### src/rtl/glb_port_arbiter.sv
// glb_port_arbiter: shares the GLB single-read / single-write SRAM ports between
// the host load path and the pass controller's ifmap/filter/ipsum read streams and
// opsum write stream. Round-robin per port, host_lock override, and a one-entry
// response stage that tags each returned read word to the requester that issued it.
// Optional stall statistics are enabled by defining GLB_ARB_STATS_EN.
module glb_port_arbiter #(
    parameter int NUM_RD = 4,
    parameter int NUM_WR = 2,
    parameter int ADDR_W = 32,
    parameter int DATA_W = 32
) (
    input  logic                     clk,
    input  logic                     rst_n,
    input  logic                     host_lock,
    input  logic [NUM_RD-1:0]        rd_req,
    input  logic [NUM_RD*ADDR_W-1:0] rd_addr,
    output logic [NUM_RD-1:0]        rd_gnt,
    output logic [NUM_RD-1:0]        rd_rvalid,
    output logic [DATA_W-1:0]        rd_rdata,
    input  logic [NUM_WR-1:0]        wr_req,
    input  logic [NUM_WR*ADDR_W-1:0] wr_addr,
    input  logic [NUM_WR*DATA_W-1:0] wr_data,
    input  logic [NUM_WR*4-1:0]      wr_be,
    output logic [NUM_WR-1:0]        wr_gnt,
    output logic [3:0]               glb_re,
    output logic [ADDR_W-1:0]        glb_r_addr,
    input  logic [DATA_W-1:0]        glb_r_data,
    output logic [3:0]               glb_we,
    output logic [ADDR_W-1:0]        glb_w_addr,
    output logic [DATA_W-1:0]        glb_w_data,
    output logic [15:0]              rd_stall_cnt,
    output logic [15:0]              wr_stall_cnt
);

    localparam int RD_PW = (NUM_RD > 1) ? $clog2(NUM_RD) : 1;
    localparam int WR_PW = (NUM_WR > 1) ? $clog2(NUM_WR) : 1;

    logic [RD_PW-1:0]  rd_ptr_q, rd_ptr_d;
    logic [WR_PW-1:0]  wr_ptr_q, wr_ptr_d;
    logic [NUM_RD-1:0] rd_elig;
    logic [NUM_WR-1:0] wr_elig;
    logic              rd_found, wr_found;
    logic [RD_PW-1:0]  rd_win, rd_idx;
    logic [WR_PW-1:0]  wr_win, wr_idx;
    logic [ADDR_W-1:0] rd_sel_addr, wr_sel_addr;
    logic [DATA_W-1:0] wr_sel_data;
    logic [3:0]        wr_sel_be;
    logic              rd_conflict;
    logic              rd_grant;
    logic              rsp_valid_q;
    logic [RD_PW-1:0]  rsp_idx_q;

    // host_lock narrows both ports down to requester 0 (the host)
    always_comb begin
        rd_elig = host_lock ? (rd_req & NUM_RD'(1)) : rd_req;
        wr_elig = host_lock ? (wr_req & NUM_WR'(1)) : wr_req;
    end

    // Read round-robin: scan from the far end so the first eligible index at/after the pointer wins
    always_comb begin
        rd_found = 1'b0;
        rd_win   = '0;
        rd_idx   = '0;
        for (int i = NUM_RD - 1; i >= 0; i--) begin
            rd_idx = RD_PW'((int'(rd_ptr_q) + i) % NUM_RD);
            if (rd_elig[rd_idx]) begin
                rd_found = 1'b1;
                rd_win   = rd_idx;
            end
        end
    end

    // Write round-robin, same scheme as the read port
    always_comb begin
        wr_found = 1'b0;
        wr_win   = '0;
        wr_idx   = '0;
        for (int i = NUM_WR - 1; i >= 0; i--) begin
            wr_idx = WR_PW'((int'(wr_ptr_q) + i) % NUM_WR);
            if (wr_elig[wr_idx]) begin
                wr_found = 1'b1;
                wr_win   = wr_idx;
            end
        end
    end

    // Winner payloads; a read that hits the word being written this cycle is held back one cycle
    always_comb begin
        rd_sel_addr = rd_addr[int'(rd_win)*ADDR_W +: ADDR_W];
        wr_sel_addr = wr_addr[int'(wr_win)*ADDR_W +: ADDR_W];
        wr_sel_data = wr_data[int'(wr_win)*DATA_W +: DATA_W];
        wr_sel_be   = wr_be[int'(wr_win)*4 +: 4];
        rd_conflict = rd_found && wr_found &&
                      (rd_sel_addr[ADDR_W-1:2] == wr_sel_addr[ADDR_W-1:2]);
        rd_grant    = rd_found && !rd_conflict;
    end

    // Grant and GLB-side outputs; unused address/data lines are parked at 0
    always_comb begin
        rd_gnt     = rd_grant ? (NUM_RD'(1) << rd_win) : '0;
        glb_re     = rd_grant ? 4'hF : 4'h0;
        glb_r_addr = rd_grant ? rd_sel_addr : '0;
        wr_gnt     = wr_found ? (NUM_WR'(1) << wr_win) : '0;
        glb_we     = wr_found ? wr_sel_be : 4'h0;
        glb_w_addr = wr_found ? wr_sel_addr : '0;
        glb_w_data = wr_found ? wr_sel_data : '0;
    end

    // Pointers advance past the winner on a grant and hold otherwise
    always_comb begin
        rd_ptr_d = rd_ptr_q;
        wr_ptr_d = wr_ptr_q;
        if (rd_grant) begin
            rd_ptr_d = (rd_win == RD_PW'(NUM_RD - 1)) ? '0 : rd_win + 1'b1;
        end
        if (wr_found) begin
            wr_ptr_d = (wr_win == WR_PW'(NUM_WR - 1)) ? '0 : wr_win + 1'b1;
        end
    end

    // Pointer registers and the one-deep read response stage
    always_ff @(posedge clk or negedge rst_n) begin
        if (!rst_n) begin
            rd_ptr_q    <= '0;
            wr_ptr_q    <= '0;
            rsp_valid_q <= 1'b0;
            rsp_idx_q   <= '0;
        end else begin
            rd_ptr_q    <= rd_ptr_d;
            wr_ptr_q    <= wr_ptr_d;
            rsp_valid_q <= rd_grant;
            rsp_idx_q   <= rd_win;
        end
    end

    // Returned word goes to everyone; rd_rvalid tells the issuing requester it is theirs
    always_comb begin
        rd_rvalid = rsp_valid_q ? (NUM_RD'(1) << rsp_idx_q) : '0;
        rd_rdata  = glb_r_data;
    end

`ifdef GLB_ARB_STATS_EN
    logic [15:0] rd_stall_q, wr_stall_q;
    logic        wr_loser;

    assign wr_loser = |(wr_elig & ~wr_gnt);

    // Saturating stall counters: read conflicts and cycles with an eligible write left waiting
    always_ff @(posedge clk or negedge rst_n) begin
        if (!rst_n) begin
            rd_stall_q <= '0;
            wr_stall_q <= '0;
        end else begin
            if (rd_conflict && (rd_stall_q != 16'hFFFF)) begin
                rd_stall_q <= rd_stall_q + 16'd1;
            end
            if (wr_loser && (wr_stall_q != 16'hFFFF)) begin
                wr_stall_q <= wr_stall_q + 16'd1;
            end
        end
    end

    assign rd_stall_cnt = rd_stall_q;
    assign wr_stall_cnt = wr_stall_q;
`else
    assign rd_stall_cnt = 16'h0000;
    assign wr_stall_cnt = 16'h0000;
`endif

endmodule

### config.mk
export PLATFORM = sky130hd
export DESIGN_NAME = glb_port_arbiter
export DESIGN_NICKNAME = d
export VERILOG_FILES = /design/src/rtl/glb_port_arbiter.sv
export SDC_FILE = /design/constraint.sdc
export NUM_CORES = 1
export LEC_CHECK = 0
export CORE_AREA = 2 2 188 190
export DETAILED_ROUTE_END_ITERATION = 8
export DIE_AREA = 0 0 190 192
export PLACE_DENSITY = 0.45
export SLEW_MARGIN = 30
export SYNTH_ARGS = -nofsm -noshare
export SYNTH_HDL_FRONTEND = slang
export SYNTH_SLANG_ARGS = --single-unit
export TNS_END_PERCENT = 50
### constraint.sdc
create_clock -name clk -period 8.65 [get_ports clk]
set_clock_uncertainty 0.15 [all_clocks]
set_input_delay 1.73 -clock clk [delete_from_list [all_inputs] [get_ports clk]]
set_output_delay 1.73 -clock clk [all_outputs]
set_load 0.005 [all_outputs]
==> flow_metrics.env, run 1 <==
export IMPL_met3_length_mm=1.93
export IMPL_ys_warn_count=0
export IMPL_cts_root_buffer="clkbuf_16"
export IMPL_cp_cell_sequence="clkdlybuf4s50_1, nor2_1, a2111o_1, nand2_4, buf_4, buf_4, mux2i_1, xor2_1, o22a_1, nor4_2, a31o_2, buf_12, a211oi_1, clkdlybuf4s50_1"
export IMPL_cts_sinks=6
export IMPL_numCtsBuffers=3
export IMPL_top_layer="met4"
export IMPL_place_area_um2=7740
export IMPL_syn_cell_area_um2=3720
export IMPL_start_kind="input port"
export IMPL_cp_top_family="buffers and inverters"
export IMPL_ctsResizeCount=0
export IMPL_drive_above_1_share=0.0620
export IMPL_wl_met2_mm=13.5
export IMPL_grt_setup_unrepaired="no"
export IMPL_finalInstanceArea_um2=7820
export IMPL_grt_max_degree=38
export IMPL_antenna_found_initial=0
export IMPL_avgSynthCellArea_um2=7.63
export IMPL_min_path_type="flop to flop"
export IMPL_nNetsFinal=1134
export IMPL_post_cts_setup_buffers=0
export IMPL_synth_cell_types=50
export IMPL_leakage_nw=2.90
export IMPL_portBuffers=386
export IMPL_cpPeakStageDelay_ns=0.58
export IMPL_fp_dieH_um=192
export IMPL_start_util=0.109
export IMPL_clkLatencyLatePin_ns=0.22
export IMPL_cp_end_kind="output port"
export IMPL_die_x_um=190
export IMPL_wl_per_cell_um=20.3
export IMPL_slew_headroom=0.428
export IMPL_drt_met1_wl_mm=10.1
export IMPL_setup_violations=0
export IMPL_ios=483
export IMPL_yosysSeqAreaShare=0.0403
export IMPL_track_usage=0.131
export IMPL_worst_slew_pin_slew_ns=0.834
export IMPL_vias_per_cell=3.82
export IMPL_place_congestion=0.794
export IMPL_grt_pass1_wl_mm=34.8
export IMPL_globalRouteOverflowTotal=0
export IMPL_num_rows=68
export IMPL_antenna_left=0
export IMPL_ctsLongestPathBuffers=2
export IMPL_cts_tree="done"
export IMPL_cts_max_level=1
export IMPL_drv_slew=0
export IMPL_critPathKind="input port to output port"
export IMPL_synthCells=488
export IMPL_period_share=0.917
export IMPL_status="finished clean"
export IMPL_hold_viol_final=0
export IMPL_path_buf_inv=5
export IMPL_fp_dieArea_um2=36500
export IMPL_path_clk_slew_ns=0.03
export IMPL_worst_ep_required_time_ns=6.77
export IMPL_drt_iter0_markers=100
export IMPL_critPathArrivalTime_ns=6.05
export IMPL_coreArea_um2=34300
export IMPL_power_density_nw_per_um2=95.4
export IMPL_finalSetupTns_ns=0
export IMPL_drv_cap=0
export IMPL_dr_total_vias=4886
export IMPL_first_global_vias=4946
export IMPL_drc_errors=0
export IMPL_fmax_ghz=0.126
export IMPL_diodes=0
export IMPL_dp_hpwl_mm=22.4
export IMPL_period_minus_slack_ns=7.93
export IMPL_worst_path_max_fanout=26
export IMPL_dr_pass1_iters=5
export IMPL_ir_worst_vdd_v=0.0000447
export IMPL_hold_buffers=0
export IMPL_area_growth_pct=110
export IMPL_totalWireLength_mm=25.9
export IMPL_crit_path_top_delay_cell="clkdlybuf4s50_1"
export IMPL_ys_ff_latch=6
==> where the power goes <==
group	switching [W]	internal, W	leakage [nW]	total [W]
Combinational	0.000279	0.000353	2.79	0.000632
Sequential	0.00000707	0.0000331	0.0693	0.0000402
Clock	0.0000143	0.0000592	0.0370	0.0000735
==> layout make-up <==
class / count / area (um^2)
Clock buffer: 3 / 75.1
Fill cell: 3801 / 26500
Tap cell: 455 / 569
Multi-Input combinational cell: 401 / 2950
Timing Repair Buffer: 403 / 4030
Inverter: 10 / 37.5
Sequential cell: 6 / 150
==> per-layer routing <==
metal  GRT usage  vias up
li1            -     2330
met1       0.150     2258
met2       0.253      272
met3      0.0269       26
met4      0.0224        0
met5           0        -
==> cells in the final DEF (no fill, tap or decap), drive strengths merged, types with 2 or more instances in the layout <==
cell	count
xor2	20
nand4	2
nor3b	2
a22o	37
inv	10
dfrtp	6
o221ai	2
and3	4
clkbuf	3
nor2b	5
xnor2	16
clkdlybuf4s50	386
a2111oi	2
nor4	4
buf	17
mux2i	75
nor2	57
o22ai	3
a311oi	2
ha	4
conb	32
a22oi	3
mux2	23
a21oi	8
o21ai	5
nor3	9
nand2	19
or3	2
nand3	6
and3b	5
nand2b	5
a211oi	22
nand3b	2
and2	14
a222oi	2
==> sequential cells by signal (all words and copies together), names as in the netlist <==
name	count
rd_ptr_q	2
rsp_idx_q	2
rsp_valid_q	1
wr_ptr_q	1
==> through the flow <==
| stage | setup slack [ns] | utilization | hold WS [ns] | power, W | instances |
|---|---|---|---|---|---|
| finish | 0.717 | 0.228 | 0.375 | 0.000745 | 1278 |
| global route | 0.323 | 0.228 | 0.415 | 0.000805 | 1278 |
| CTS | 0.526 | 0.228 | 0.377 | 0.000767 | 1278 |
| detailed placement | 0.537 | 0.226 | 0.357 | 0.000688 | 1275 |
| global placement | 0.501 | 0.226 | 0.317 | 0.000692 | 1275 |
| floorplan | 2.49 | - | 0.302 | 0.000340 | 519 |
==> worst paths after layout <==
check | from | end | slack (ns) | depth (start not counted)
setup / recovery | rd_req[3] | glb_r_addr[12] | 0.72 | 14
hold / removal | wr_ptr_q | wr_ptr_q | 0.37 | 2
setup reg to reg | rd_ptr_q[0] | rd_ptr_q[1] | 4.33 | 13
hold reg to reg | wr_ptr_q | wr_ptr_q | 0.37 | 2
min in group asynchronous | rst_n | rsp_valid_q | 1.61 | 1
max in group asynchronous | rst_n | rsp_idx_q[0] | 6.50 | 1
==> cell usage after synthesis, drive strengths merged <==
library cell	instances	area (um^2)
mux2	23	259
nor3b	2	15.0
xnor2	16	140
o22a	1	8.76
nor4	4	31.3
o221ai	2	17.5
nand3b	2	15.0
nand3	6	30.0
a222oi	2	20.0
a211oi	22	165
mux2i	75	751
a2111o	1	11.3
a22oi	3	22.5
clkbuf	15	56.3
nand2b	5	31.3
or3	2	12.5
nor2	57	214
dfrtp	6	150
buf	87	669
inv	10	37.5
nand4	2	12.5
o21ai	5	25.0
a311oi	2	17.5
o2bb2ai	1	8.76
a2111oi	2	30.0
a32oi	1	8.76
o22ai	3	18.8
o2111ai	1	8.76
conb	1	3.75
a21boi	1	7.51
nor2b	5	31.3
a21oi	8	40.0
a31o	1	8.76
nor3	9	45.0
nand2	19	73.8
and3b	5	43.8
and3	4	25.0
ha	4	50.1
nor4b	1	8.76
xor2	20	175
a2bb2oi	1	8.76
and2	14	87.6
a22o	37	324
==> worst register-to-register path: stages (launching register included) <==
cell and delay [ns]:
dfrtp_1 0.43, nand2b_1 0.17, a2111o_1 0.45, nand2_4 0.31, buf_4 0.25, buf_4 0.25, mux2_2 0.41, a22o_1 0.25
nor3_1 0.16, o22ai_1 0.10, a2111oi_2 0.45, a31o_2 0.27, buf_12 0.18, mux2_1 0.36
==> logic make-up after synthesis <==
| kind of cell | Yosys count | synth area share |
|---|---|---|
| AND/OR/NAND/NOR | 137 | 0.182 |
| buffers and inverters | 112 | 0.205 |
| multiplexers | 98 | 0.271 |
| AO/OA/AOI/OAI | 94 | 0.202 |
| XOR/XNOR | 36 | 0.0847 |
| flip-flops | 6 | 0.0403 |
| adder cells (fa/ha/maj) | 4 | 0.0135 |
| other | 1 | 0.00101 |
(Power assumes the default switching activity.)
==> run 2: changes to the inputs <==
- CORE_AREA: 2 2 188 190 -> 4 4 185 187
- DIE_AREA: 0 0 190 192 -> 0 0 189 191
- PLACE_DENSITY: 0.45 -> 0.47
- TNS_END_PERCENT: 50 -> 1
==> run 2 against run 1 <==
First-iteration DRC count increased by 63%. Cell area down 0.53%. Via count up 0.23%. Sequential power is essentially flat. Register-to-register slack lost 0.06 ns. Clock power increased by 2%. Fmax down 0.80%. Largest power group unchanged. Highest routed layer unchanged.
==> flow_metrics.env, run 2 (synthesis gave the netlist of run 1 again) <==
export IMPL_met3_length_mm=1.86
export IMPL_multiInputGateArea_um2=2960
export IMPL_drt_met1_wl_mm=10.2
export IMPL_place_inst=1259
export IMPL_clkLatencyLatePin_ns=0.23
export IMPL_worst_path_max_fanout=29
export IMPL_power_density_nw_per_um2=95.0
export IMPL_cts_sinks=6
export IMPL_dr_total_vias=4897
export IMPL_dr_pass1_iters=5
export IMPL_leakage_nw=2.88
export IMPL_min_path_type="flop to flop"
export IMPL_post_cts_setup_buffers=0
export IMPL_ir_worst_vdd_v=0.0000483
export IMPL_period_share=0.925
export IMPL_cts_max_level=1
export IMPL_place_congestion=0.760
export IMPL_coreArea_um2=32500
export IMPL_track_usage=0.132
export IMPL_globalRouteOverflowTotal=0
export IMPL_drive_above_1_share=0.0585
export IMPL_wl_met2_mm=13.9
export IMPL_period_minus_slack_ns=8.00
export IMPL_critPathArrivalTime_ns=6.12
export IMPL_ios=483
export IMPL_setup_violations=0
export IMPL_hold_viol_final=0
export IMPL_final_cell_mix="386 x clkdlybuf4s50_1, 75 x mux2i_1, 56 x nor2_1, 37 x a22o_1, 32 x conb_1"
export IMPL_antenna_left=0
export IMPL_grt_setup_unrepaired="no"
export IMPL_top_layer="met4"
export IMPL_fillers=3620
export IMPL_worst_slew_pin_slew_ns=0.912
export IMPL_ctsResizeCount=0
export IMPL_layout_commonest_cell="clkdlybuf4s50_1"
export IMPL_num_rows=66
export IMPL_drv_slew=0
export IMPL_totalWireLength_mm=26.3
export IMPL_drv_cap=0
export IMPL_worst_ep_required_time_ns=6.77
export IMPL_fp_dieH_um=191
export IMPL_start_util=0.115
export IMPL_vias_per_cell=3.87
export IMPL_nNetsFinal=1131
export IMPL_area_growth_pct=109
export IMPL_dp_hpwl_mm=22.6
export IMPL_fmax_ghz=0.125
export IMPL_hold_buffers=0
export IMPL_grt_max_degree=41
export IMPL_drt_iter0_markers=163
export IMPL_antenna_found_initial=2
export IMPL_cts_tree="done"
export IMPL_grt_pass1_wl_mm=35.6
export IMPL_regArea_um2=150
export IMPL_portBuffers=386
export IMPL_status="finished clean"
export IMPL_numCtsBuffers=3
export IMPL_cp_end_kind="output port"
export IMPL_cpPeakStageDelay_ns=0.55
export IMPL_reg_largest_list="rd_ptr_q (2), rsp_idx_q (2)"
export IMPL_fp_dieArea_um2=36100
export IMPL_crit_path_top_delay_cell="clkdlybuf4s50_1"
export IMPL_wl_per_cell_um=20.8
export IMPL_cp_cell_sequence="clkdlybuf4s50_1, nor2_1, a2111o_1, nand2_4, buf_4, mux2i_1, xor2_1, a2111oi_2, nand3_1, a2111oi_2, a31o_2, buf_12, a211oi_1, clkdlybuf4s50_1"
export IMPL_cts_root_buffer="clkbuf_16"
export IMPL_path_clk_slew_ns=0.04
export IMPL_drc_errors=0
export IMPL_path_buf_inv=4
export IMPL_first_global_vias=5154
export IMPL_slew_headroom=0.390
export IMPL_cp_top_family="compound AO/OA/AOI/OAI gates"
export IMPL_final_cells=1264
export IMPL_start_kind="input port"
export IMPL_die_x_um=189
export IMPL_critPathKind="input port to output port"
export IMPL_finalSetupTns_ns=0
export IMPL_ctsLongestPathBuffers=2
-- run 2: cell count changes in the layout (fill, tap and decap cells not counted), sizes merged --
cell   change
diode      +2
buf        -3
-- run 2: cell type report --
| class | count | share of cell area |
|---|---|---|
| antenna | 2 | 0.000644 |
| inverter | 10 | 0.00483 |
| tap | 442 | 0.0711 |
| sequential | 6 | 0.0193 |
| clock buffer | 3 | 0.00966 |
| timing repair buffer | 400 | 0.514 |
| multi-input combinational | 401 | 0.381 |
-- run 2: worst min-delay path: cells and delay by family (launching register included) --
family / cells / cell delay (ns)
flops: 1 / 0.34
simple gates: 2 / 0.11
-- run 2: metal layers --
metal | vias up | GRT usage
li1 | 2331 | -
met1 | 2264 | 0.153
met2 | 278 | 0.258
met3 | 24 | 0.0236
met4 | 0 | 0.0207
met5 | - | 0
-- run 2: final timing paths --
check                            start        endpoint  slack (ns)  cells past startpoint
setup / recovery             rd_req[3]  glb_r_addr[15]        0.65                     14
hold / removal                wr_ptr_q        wr_ptr_q        0.34                      2
setup reg to reg           rd_ptr_q[0]     rd_ptr_q[0]        4.27                     12
hold reg to reg               wr_ptr_q        wr_ptr_q        0.34                      2
max in group asynchronous        rst_n     rd_ptr_q[0]        6.50                      1
min in group asynchronous        rst_n     rsp_valid_q        1.61                      1
-- run 2: power breakdown --
part | total (W) | internal [W] | switching (W)
Clock | 0.0000747 | 0.0000593 | 0.0000154
Combinational | 0.000623 | 0.000350 | 0.000273
Sequential | 0.0000401 | 0.0000331 | 0.00000699
-- run 2: stage by stage --
stage	util	hold slack, ns	power [W]	instance area, um^2	setup slack, ns
after CTS	0.239	0.345	0.000755	7770	0.515
final	0.240	0.341	0.000738	7770	0.652
after global routing	0.239	0.388	0.000794	7770	0.370
after global placement	0.237	0.328	0.000679	7690	0.545
after detailed placement	0.237	0.336	0.000677	7690	0.530
after floorplan	-	0.302	0.000340	3840	2.49
==> run 3: changes to the inputs <==
- GPL_ROUTABILITY_DRIVEN: unset -> 1
- MAX_ROUTING_LAYER: unset -> met4
==> run 3 against run 2 <==
Wire length decreased by 0.13%. Sequential share of layout area about the same. Cell area about the same. Count of clock-buffer cells in the layout unchanged. Sequential power about the same. Final cell count about the same. Critical path depth unchanged. Via count decreased by 0.63%. Clock power about the same. Worst setup slack got worse by 0.029 ns. Sequential cell count unchanged. Critical path type unchanged. Largest cell class unchanged.
==> flow_metrics.env, run 3 (synthesis gave the netlist of run 1 again) <==
export IMPL_status="finished clean"
export IMPL_cp_cell_sequence="clkdlybuf4s50_1, nor2_1, a2111o_1, nand2_4, buf_4, mux2i_1, xor2_1, a2111oi_2, nand3_1, a2111oi_2, a31o_2, buf_12, a211oi_1, clkdlybuf4s50_1"
export IMPL_slew_headroom=0.391
export IMPL_cts_root_buffer="clkbuf_16"
export IMPL_track_usage=0.136
export IMPL_r2r_cells=12
export IMPL_portBuffers=386
export IMPL_finalSetupTns_ns=0
export IMPL_grt_max_degree=41
export IMPL_setup_violations=0
export IMPL_drc_errors=0
export IMPL_fmax_ghz=0.125
export IMPL_critPathKind="input port to output port"
export IMPL_worst_path_max_fanout=29
export IMPL_place_congestion=0.770
export IMPL_antenna_found_initial=2
export IMPL_hold_viol_final=0
export IMPL_start_kind="input port"
export IMPL_cp_end_kind="output port"
export IMPL_path_clk_slew_ns=0.04
export IMPL_grt_setup_unrepaired="no"
export IMPL_ir_worst_vdd_v=0.0000483
export IMPL_ctsLongestPathBuffers=2
export IMPL_drv_cap=0
export IMPL_vias_per_cell=3.85
export IMPL_cpPeakStageDelay_ns=0.56
export IMPL_ctsResizeCount=0
export IMPL_fp_dieH_um=191
export IMPL_dp_hpwl_mm=22.6
export IMPL_totalWireLength_mm=26.3
export IMPL_globalRouteOverflowTotal=0
export IMPL_post_cts_setup_buffers=0
export IMPL_dr_total_vias=4866
export IMPL_nNetsFinal=1131
export IMPL_start_util=0.115
export IMPL_layout_commonest_cell="clkdlybuf4s50_1"
export IMPL_first_global_vias=5175
export IMPL_cts_sinks=6
export IMPL_worst_slew_pin_slew_ns=0.911
export IMPL_crit_path_top_delay_cell="clkdlybuf4s50_1"
export IMPL_final_cell_mix="386 x clkdlybuf4s50_1, 75 x mux2i_1, 56 x nor2_1, 37 x a22o_1, 32 x conb_1"
export IMPL_cts_tree="done"
export IMPL_period_minus_slack_ns=8.03
export IMPL_clkLatencyLatePin_ns=0.23
export IMPL_antenna_left=0
export IMPL_worst_ep_required_time_ns=6.77
export IMPL_reg_largest_list="rd_ptr_q (2), rsp_idx_q (2)"
export IMPL_coreArea_um2=32500
export IMPL_finish_utilization=0.239
export IMPL_drv_slew=0
export IMPL_critPathArrivalTime_ns=6.15
export IMPL_power_density_nw_per_um2=95.0
export IMPL_period_share=0.928
export IMPL_ios=483
export IMPL_fillers=3616
export IMPL_area_growth_pct=109
export IMPL_drive_above_1_share=0.0585
export IMPL_grt_pass1_wl_mm=35.6
export IMPL_cts_max_level=1
export IMPL_leakage_nw=2.88
export IMPL_numCtsBuffers=3
export IMPL_die_x_um=189
export IMPL_fp_dieArea_um2=36100
export IMPL_drt_iter0_markers=163
export IMPL_min_path_type="flop to flop"
export IMPL_dr_pass1_iters=6
export IMPL_hold_depth=2
export IMPL_num_rows=66
export IMPL_wl_per_cell_um=20.8
export IMPL_hold_buffers=0
==> run 3: cell count changes in the layout (fill, tap and decap cells not counted), sizes merged <==
cell   previous run  this run
diode             2         1
==> run 3: power by group <==
part           internal, W  leakage, nW  switching (W)
registers        0.0000331       0.0693     0.00000702
clock network    0.0000593       0.0370      0.0000154
logic             0.000350         2.77       0.000273
total             0.000442         2.88       0.000296
==> run 3: path summary, 6_finish.rpt <==
| kind | endpoint | slack [ns] | from |
|---|---|---|---|
| setup / recovery | glb_r_addr[15] | 0.62 | rd_req[3] |
| hold / removal | wr_ptr_q | 0.34 | wr_ptr_q |
| setup reg to reg | rd_ptr_q[0] | 4.24 | rd_ptr_q[0] |
| hold reg to reg | wr_ptr_q | 0.34 | wr_ptr_q |
| max in group asynchronous | rd_ptr_q[0] | 6.50 | rst_n |
| min in group asynchronous | rsp_valid_q | 1.61 | rst_n |
==> run 3: worst max-delay path, delay by kind of cell <==
family / cells / cell delay [ns]
compound gates: 5 / 1.64
mux: 1 / 0.35
xor+xnor: 1 / 0.12
buf+inv: 4 / 1.61
simple gates: 3 / 0.60
==> run 3: per-layer routing <==
layer / vias to the layer above / wire, um / track usage
met5: - / 0 / -
met4: 0 / 350 / 0.0207
met3: 26 / 1720 / 0.0210
met2: 267 / 13900 / 0.257
met1: 2251 / 10300 / 0.154
li1: 2322 / - / -
==> run 3: area by class of cell <==
| cell class | instances | area (um^2) | share of cell area |
|---|---|---|---|
| Tap cell | 442 | 553 | 0.0712 |
| Timing Repair Buffer | 400 | 3990 | 0.514 |
| Inverter | 10 | 37.5 | 0.00483 |
| Sequential cell | 6 | 150 | 0.0193 |
| Clock buffer | 3 | 75.1 | 0.00966 |
| Antenna cell | 1 | 2.50 | 0.000322 |
| Multi-Input combinational cell | 401 | 2960 | 0.381 |
==> run 3: through the flow <==
| step | total power, W | cells | area [um^2] | setup slack, ns | hold WS (ns) |
|---|---|---|---|---|---|
| after floorplan | 0.000340 | 519 | 3840 | 2.49 | 0.302 |
| after global placement | 0.000679 | 1259 | 7690 | 0.545 | 0.328 |
| after detailed placement | 0.000677 | 1259 | 7690 | 0.530 | 0.336 |
| after CTS | 0.000755 | 1262 | 7770 | 0.515 | 0.345 |
| after global routing | 0.000794 | 1263 | 7770 | 0.367 | 0.388 |
| final | 0.000738 | 1263 | 7770 | 0.623 | 0.345 |
